$ cat src/rtl/fifo_pkg.sv
// Shared types and constants for the fifo block and its serial read-side companion.
package fifo_pkg;

    localparam int FIFO_DEPTH_DEFAULT = 4;
    localparam int FIFO_WIDTH_DEFAULT = 2;

    typedef enum logic {
        ST_IDLE  = 1'b0,
        ST_SHIFT = 1'b1
    } reader_state_t;

    // Bits needed to hold an occupancy in the range 0..depth.
    function automatic int count_width(input int depth);
        return (depth < 1) ? 1 : $clog2(depth + 1);
    endfunction

    // Bits needed for a bit index 0..width-1; at least one bit.
    function automatic int index_width(input int width);
        return (width <= 1) ? 1 : $clog2(width);
    endfunction

endpackage

$ cat src/rtl/fifo_occupancy.sv
// Mirrored FIFO occupancy counter built by snooping the writer's push and the reader's pop.
// Optional FIFO_READER_CHECK_EN adds a sticky flag for count/full disagreement.
module fifo_occupancy
    import fifo_pkg::*;
#(
    parameter int DEPTH = FIFO_DEPTH_DEFAULT,
    parameter int CW    = count_width(DEPTH)
) (
    input  logic          i_clk,
    input  logic          i_reset,
    input  logic          i_push,
    input  logic          i_full,
    input  logic          i_pop,
`ifdef FIFO_READER_CHECK_EN
    output logic          o_sync_err,
`endif
    output logic [CW-1:0] o_count,
    output logic          o_empty
);

    logic [CW-1:0] r_count;
    logic          w_push_eff;

    // A push into a full FIFO only lands when a pop frees the head slot the same cycle.
    assign w_push_eff = i_push & (~i_full | i_pop);

    always_ff @(posedge i_clk) begin
        if (i_reset) begin
            r_count <= '0;
        end else if (w_push_eff && !i_pop) begin
            r_count <= r_count + CW'(1);
        end else if (i_pop && !w_push_eff) begin
            r_count <= r_count - CW'(1);
        end
    end

    assign o_count = r_count;
    assign o_empty = (r_count == '0);

`ifdef FIFO_READER_CHECK_EN
    logic r_sync_err;

    always_ff @(posedge i_clk) begin
        if (i_reset) begin
            r_sync_err <= 1'b0;
        end else if ((r_count == CW'(DEPTH)) != i_full) begin
            r_sync_err <= 1'b1;
        end
    end

    assign o_sync_err = r_sync_err;
`endif

endmodule

$ cat src/rtl/fifo_serial_reader.sv
// Drains a fifo and emits each word MSB first on a 1-bit valid/ready stream.
// Optional FIFO_READER_CHECK_EN exposes o_sync_err from the occupancy mirror.
module fifo_serial_reader
    import fifo_pkg::*;
#(
    parameter int DEPTH = FIFO_DEPTH_DEFAULT,
    parameter int WIDTH = FIFO_WIDTH_DEFAULT,
    parameter int CW    = count_width(DEPTH)
) (
    input  logic          i_clk,
    input  logic          i_reset,
    input  logic          i_push,
    input  logic          i_full,
    input  logic [WIDTH-1:0] i_fifo_out,
    output logic          o_pop,
    output logic          o_ser_out,
    output logic          o_ser_valid,
    input  logic          i_ser_ready,
    output logic [CW-1:0] o_count,
    output logic          o_empty,
`ifdef FIFO_READER_CHECK_EN
    output logic          o_sync_err,
`endif
    output reader_state_t o_dbg_state
);

    // Serial handshake: a bit moves when o_ser_valid and i_ser_ready are both high at a
    // rising edge; while valid is high and ready is low, o_ser_out and o_ser_valid hold.

    localparam int IW = index_width(WIDTH);
    localparam logic [IW-1:0] LAST_IDX = IW'(WIDTH - 1);

    reader_state_t    r_state;
    reader_state_t    w_next_state;
    logic [WIDTH-1:0] r_shreg;
    logic [IW-1:0]    r_bit_idx;
    logic             w_pop;
    logic             w_ser_valid;
    logic             w_accept;
    logic             w_empty;

    fifo_occupancy #(
        .DEPTH (DEPTH),
        .CW    (CW)
    ) u_occupancy (
        .i_clk      (i_clk),
        .i_reset    (i_reset),
        .i_push     (i_push),
        .i_full     (i_full),
        .i_pop      (w_pop),
`ifdef FIFO_READER_CHECK_EN
        .o_sync_err (o_sync_err),
`endif
        .o_count    (o_count),
        .o_empty    (w_empty)
    );

    always_ff @(posedge i_clk) begin
        if (i_reset) begin
            r_state <= ST_IDLE;
        end else begin
            r_state <= w_next_state;
        end
    end

    always_comb begin
        w_next_state = r_state;
        w_pop        = 1'b0;
        w_ser_valid  = 1'b0;
        case (r_state)
            ST_IDLE: begin
                w_pop = ~w_empty;
                if (w_pop) begin
                    w_next_state = ST_SHIFT;
                end
            end
            ST_SHIFT: begin
                w_ser_valid = 1'b1;
                if (i_ser_ready && (r_bit_idx == LAST_IDX)) begin
                    w_next_state = ST_IDLE;
                end
            end
            default: w_next_state = ST_IDLE;
        endcase
    end

    assign w_accept = w_ser_valid & i_ser_ready;

    always_ff @(posedge i_clk) begin
        if (i_reset) begin
            r_shreg   <= '0;
            r_bit_idx <= '0;
        end else if (w_pop) begin
            r_shreg   <= i_fifo_out;
            r_bit_idx <= '0;
        end else if (w_accept) begin
            r_shreg   <= r_shreg << 1;
            r_bit_idx <= r_bit_idx + IW'(1);
        end
    end

    assign o_pop       = w_pop;
    assign o_ser_valid = w_ser_valid;
    assign o_ser_out   = r_shreg[WIDTH-1];
    assign o_empty     = w_empty;
    assign o_dbg_state = r_state;

endmodule

$ cat config.mk
export PLATFORM = sky130hd
export DESIGN_NAME = fifo_serial_reader
export DESIGN_NICKNAME = d
export VERILOG_FILES = /design/src/rtl/fifo_pkg.sv /design/src/rtl/fifo_occupancy.sv /design/src/rtl/fifo_serial_reader.sv
export SDC_FILE = /design/constraint.sdc
export NUM_CORES = 1
export LEC_CHECK = 0
export BUFFER_PORTS_ARGS = -buffer_cell sky130_fd_sc_hd__buf_2
export CORE_MARGIN = 2
export CORE_UTILIZATION = 23
export CTS_CLUSTER_SIZE = 16
export DETAILED_ROUTE_END_ITERATION = 10
export PLACE_DENSITY = 0.56
export SKIP_CTS_REPAIR_TIMING = 1
export SLEW_MARGIN = 20
export SYNTH_ARGS = -nofsm -noshare
export SYNTH_HDL_FRONTEND = slang
export SYNTH_HIERARCHICAL = 1
export SYNTH_SLANG_ARGS = --single-unit
$ cat constraint.sdc
create_clock -name i_clk -period 2.25 [get_ports i_clk]
set_clock_uncertainty 0.1 [all_clocks]
set_input_delay 0.3375 -clock i_clk [delete_from_list [all_inputs] [get_ports i_clk]]
set_output_delay 0.3375 -clock i_clk [all_outputs]
set_load 0.1 [all_outputs]
Yosys cells after proc, flatten, opt, wreduce, memory -nomap -nowiden. Index checks and enable logic that the tools add are counted.

Flip-flop bits (word level): 7. Input bits: 7. Output and inout port bits: 8.

Add/subtract/negate cells: 3. Mux-type cells: 9. Bitwise gates (word level): 6. Reductions and logical operators: 9.

Operators by type and width (number): 2-to-1 mux 3 bit (2); 2-to-1 mux 1 bit (4); 2-to-1 mux 2 bit (2); nonzero test 2 bit (2); adder 3 x 1 -> 3 bit (second input constant) (1); logical AND 1 bit (3); logical NOT 3 bit (1); inverter 1 bit (3); subtractor 3 x 1 -> 3 bit (second input constant) (1); bitwise AND 1 bit (2); logical NOT 1 bit (2); case mux 1 bit (2 select lines) (1); OR reduction 2 bit (1); adder 1 bit (second input constant) (1); OR 1 bit (1).

Depth between registers and ports, before layout.
Word-level depth: 9. Gate-level depth with buffers: 10. Mapped depth without buffers: 10.

Hierarchy. Netlist, hierarchy kept.

By module, submodules not included: fifo_serial_reader (instances 1, cells each 19, area an instance 172.7 um^2); fifo_occupancy (instances 1, cells each 17, area an instance 163.9 um^2).

Worst setup path after synthesis. No wires, ideal clock.

Path type: register -> register. Start: reg u_occupancy.r_count[0] (netlist: u_occupancy/o_count[0]). End: reg u_occupancy.r_count[2] (netlist: u_occupancy/o_count[2]). Library setup time: 70 ps. Arrival: 5338 ps. Data required time: 2080 ps. Path slack: -3258 ps. Cell stages (with the launch flop): 10. Path buffers: 0. Period minus slack after synthesis: 5508 ps. Cells stage by stage: dfxtp_1 nor3_1 nor2_2 inv_1 ha_1 inv_1 fa_1 xor2_1 or3_1 a21oi_1.

Word-level cells in the longest chain between the ends: 8.

Ends and longest elaborated chain: from (decl) (RTL line fifo_occupancy.sv:21) `logic [CW-1:0] r_count;`; from (signal assigned) (RTL line fifo_occupancy.sv:31) `r_count <= r_count + CW'(1);`; from (signal assigned) (RTL line fifo_occupancy.sv:33) `r_count <= r_count - CW'(1);`; logical NOT 3 bit (*) (RTL line fifo_occupancy.sv:38) `assign o_empty = (r_count == '0);`; net o_empty (RTL line fifo_serial_reader.sv:20) `output logic o_empty,`; inverter 1 bit (*) (RTL line fifo_serial_reader.sv:72) `w_pop = ~w_empty;`; 2-to-1 mux 1 bit (*) (RTL line fifo_serial_reader.sv:70) `case (r_state)`; net o_pop (RTL line fifo_serial_reader.sv:15) `output logic o_pop,`; OR 1 bit (RTL line fifo_occupancy.sv:25) `assign w_push_eff = i_push & (~i_full | i_pop);`; bitwise AND 1 bit (RTL line fifo_occupancy.sv:25); logical NOT 1 bit (RTL line fifo_occupancy.sv:32) `end else if (i_pop && !w_push_eff) begin`; logical AND 1 bit (RTL line fifo_occupancy.sv:32); nonzero test 2 bit (no line).

Mark *: on every way through the listed nets, which the timed path passes. The rest lies on a longest branch. The select of a mux whose other input is x is not followed. A chain may end at the register's enable or synchronous reset.

Worst setup path after layout.
Start: reg u_occupancy.r_count[0] (netlist: u_occupancy/o_count[0]). End: reg u_occupancy.r_count[2] (netlist: u_occupancy/o_count[2]).

Word-level cells in the longest chain between the ends: 8.

Ends and longest elaborated chain (RTL line): logical NOT 3 bit (fifo_occupancy.sv:38); inverter 1 bit (fifo_serial_reader.sv:72); 2-to-1 mux 1 bit (fifo_serial_reader.sv:70); OR 1 bit (fifo_occupancy.sv:25); bitwise AND 1 bit (fifo_occupancy.sv:25); logical NOT 1 bit (fifo_occupancy.sv:32); logical AND 1 bit (fifo_occupancy.sv:32); nonzero test 2 bit (no line).

Parallel ways exist; a longest one is shown, timed or not. The select of a mux whose other input is x is not followed.

==> results by group <==
STA
  • Least-Margin Pin Slew: 486 ps
  • Final Hold Vio Count: 0
  • Tmin final: 2100 ps
  • Final setup fails: 0
  • Slew margin rel.: 67.8%
  • Maximum clock frequency: 476 MHz
  • Tcrit/Tclk final: 93.4%
  • RSZ-0062 raised after global routing: no
  • Final-report max-slew violation count: 0

GRT
  • Number of global-route vias before repair: 303
  • Largest net degree at the start of global routing: 8
  • Grt total ovfl: 0
  • Antenna violations before repair: 0
  • Gr usage total: 10.4%
  • First-pass GRT wire length: 1250 um

Worst setup path
  • Critical path cell sequence: nor3_4, nor2_4, inv_2, a21boi_1, ha_4, inv_1, fa_2, xor2_1, or3_1, a21oi_1
  • Worst path slowest cell: dfxtp_4
  • Crit path kind: flop to flop
  • Req. time, crit path: 2340 ps
  • R2R depth: 10
  • CP peak stage delay: 380 ps
  • CP arrival: 2190 ps
  • Critical path fanouts, max: 4
  • CP endpoint kind: flop
  • CP Launch Type: flop

Floorplanning
  • Chip height: 42.3 um
  • Initial core utilization: 25.2%
  • Area of the die: 1790 sq um
  • Core Rows: 13
  • CORE AREA: 1330 sq um
  • Die W: 42.3 um
  • Top Ports: 15

Cells and area
  • Antenna Cells: 0
  • Nets: 64
  • Area Overhead vs Synth: 47.2%
  • Most common cell after layout, fill and taps aside: buf_2
  • Post-route cell area: 495 sq um
  • Fillers: 144
  • Fraction of final layout cells sized beyond drive strength 1: 53.7%

Placement
  • DP Area: 469 sq um
  • IO Port Bufs: 14
  • Gp weighted congestion: 0.680
  • Final HPWL DP: 538 um

Job
  • Maxcap violations: 0

Routing
  • Vias per cell: 4.42
  • Pre-antenna DRT Iters: 1
  • DRT iter0 DRCs: 0
  • Drt total wl: 725 um
  • Drt drc: 0
  • Vias: 305
  • Routed len/inst: 10.5 um
  • Routed Antenna Nets: 0

Synthesis
  • Synth area leaders: dfxtp_1, fa_1, xor2_1, a21oi_1, nand3b_1
  • Synth warn: 6
  • Avg Inst Size Synth: 9.35 sq um
  • Seq cells post-synth: 7
  • Syn nets: 45
  • Synth cell types: 21
  • Top cell type's share of synthesized area: 41.6%
  • Cells after synthesis: 36
  • Yosys top cell by area: dfxtp_1
  • Sequential share of the synthesized area: 41.6%
  • Mapped Area: 337 sq um

Clock tree
  • CTS Buf Count: 3
  • H-tree Lvls: 1
  • Worst-skew pair later-pin latency: 260 ps
  • # clock sinks: 7
  • Clk buf depth: 2
  • Reg clk slew, reported paths: 60 ps
  • Root Buffer: clkbuf_4
  • CTS tree: built

Status
  • Outcome: finished clean

Hold path
  • Hold path depth: 3
  • Min-delay worst type: input pin to flop
## cells in the mapped netlist
master and count:
a21boi_0 1, a21oi_1 3, a21oi_2 1, buf_4 1
dfxtp_1 7, fa_1 1, ha_1 1, inv_1 2
mux2i_1 1, nand2_1 2, nand2_2 1, nand3b_1 2
nor2_1 3, nor2_2 1, nor3_1 2, nor3b_1 1
o21ai_0 1, o32ai_1 1, or2_0 1, or3_1 1
xor2_1 2
## metrics by stage
step / TNS (ps) / hold slack, ps / cells / util, % / worst slack [ps]
finish: 0 / 218 / 69 / 37.1 / 148
global route: 0 / 230 / 69 / 37.1 / 52.5
CTS: 0 / 212 / 69 / 37.1 / 29.9
detailed placement: 0 / 375 / 65 / 35.2 / 49.3
global placement: 0 / 374 / 65 / 35.2 / 66.5
floorplan: -2160 / 297 / 36 / - / -849
## final cells by class
cell class                 instances  area, sq um  share of cell area [%]
tap                               15         18.8                    3.79
clock buffer                       4         26.3                    5.30
multi-input combinational         26          213                    42.9
inverter                           2         7.51                    1.52
timing repair buffer              15         77.6                    15.7
sequential                         7          153                    30.8
## worst paths after layout
check	endpoint	slack [ps]	from
worst max register to register	u_occupancy/o_count[2]	150	u_occupancy/o_count[0]
worst max-delay path	u_occupancy/o_count[2]	150	u_occupancy/o_count[0]
worst min-delay path	r_shreg[0]	220	i_fifo_out[0]
worst min register to register	r_shreg[0]	390	r_shreg[0]
## worst max-delay path: cells and delay by family (launching register included)
family                   cells  cell delay (ps)
AO/OA/AOI/OAI                2              320
XOR/XNOR                     1              150
adder cells (fa/ha/maj)      2              510
buffers and inverters        2              110
flip-flops                   1              380
AND/OR/NAND/NOR              3              470
## sequential cells by signal, summed over array words and instances, names as in the netlist
register,flops
r_shreg,2
r_bit_idx,1
u_occupancy/o_count,3
o_dbg_state,1
## logic make-up (layout without fill, tap and decap cells)
| kind of cell | count (synthesis) | count (layout) | synth area share [%] |
|---|---|---|---|
| AO/OA/AOI/OAI | 7 | 7 | 13.4 |
| XOR/XNOR | 2 | 2 | 5.21 |
| adder cells (fa/ha/maj) | 2 | 2 | 9.67 |
| buffers and inverters | 3 | 21 | 4.46 |
| flip-flops | 7 | 7 | 41.6 |
| multiplexers | 1 | 1 | 2.97 |
| AND/OR/NAND/NOR | 14 | 14 | 22.7 |
## metal layers
layer / track usage, % / up-vias / wire length, um
met1: 10.7 / 136 / 315
li1: - / 158 / -
met2: 13.8 / 7 / 343
met3: 3.88 / 4 / 19
met5: 0 / - / 0
met4: 13.8 / 0 / 47
Power is not shown: default switching activity piles up to over one toggle a cycle in this logic, so the estimate is an artifact.
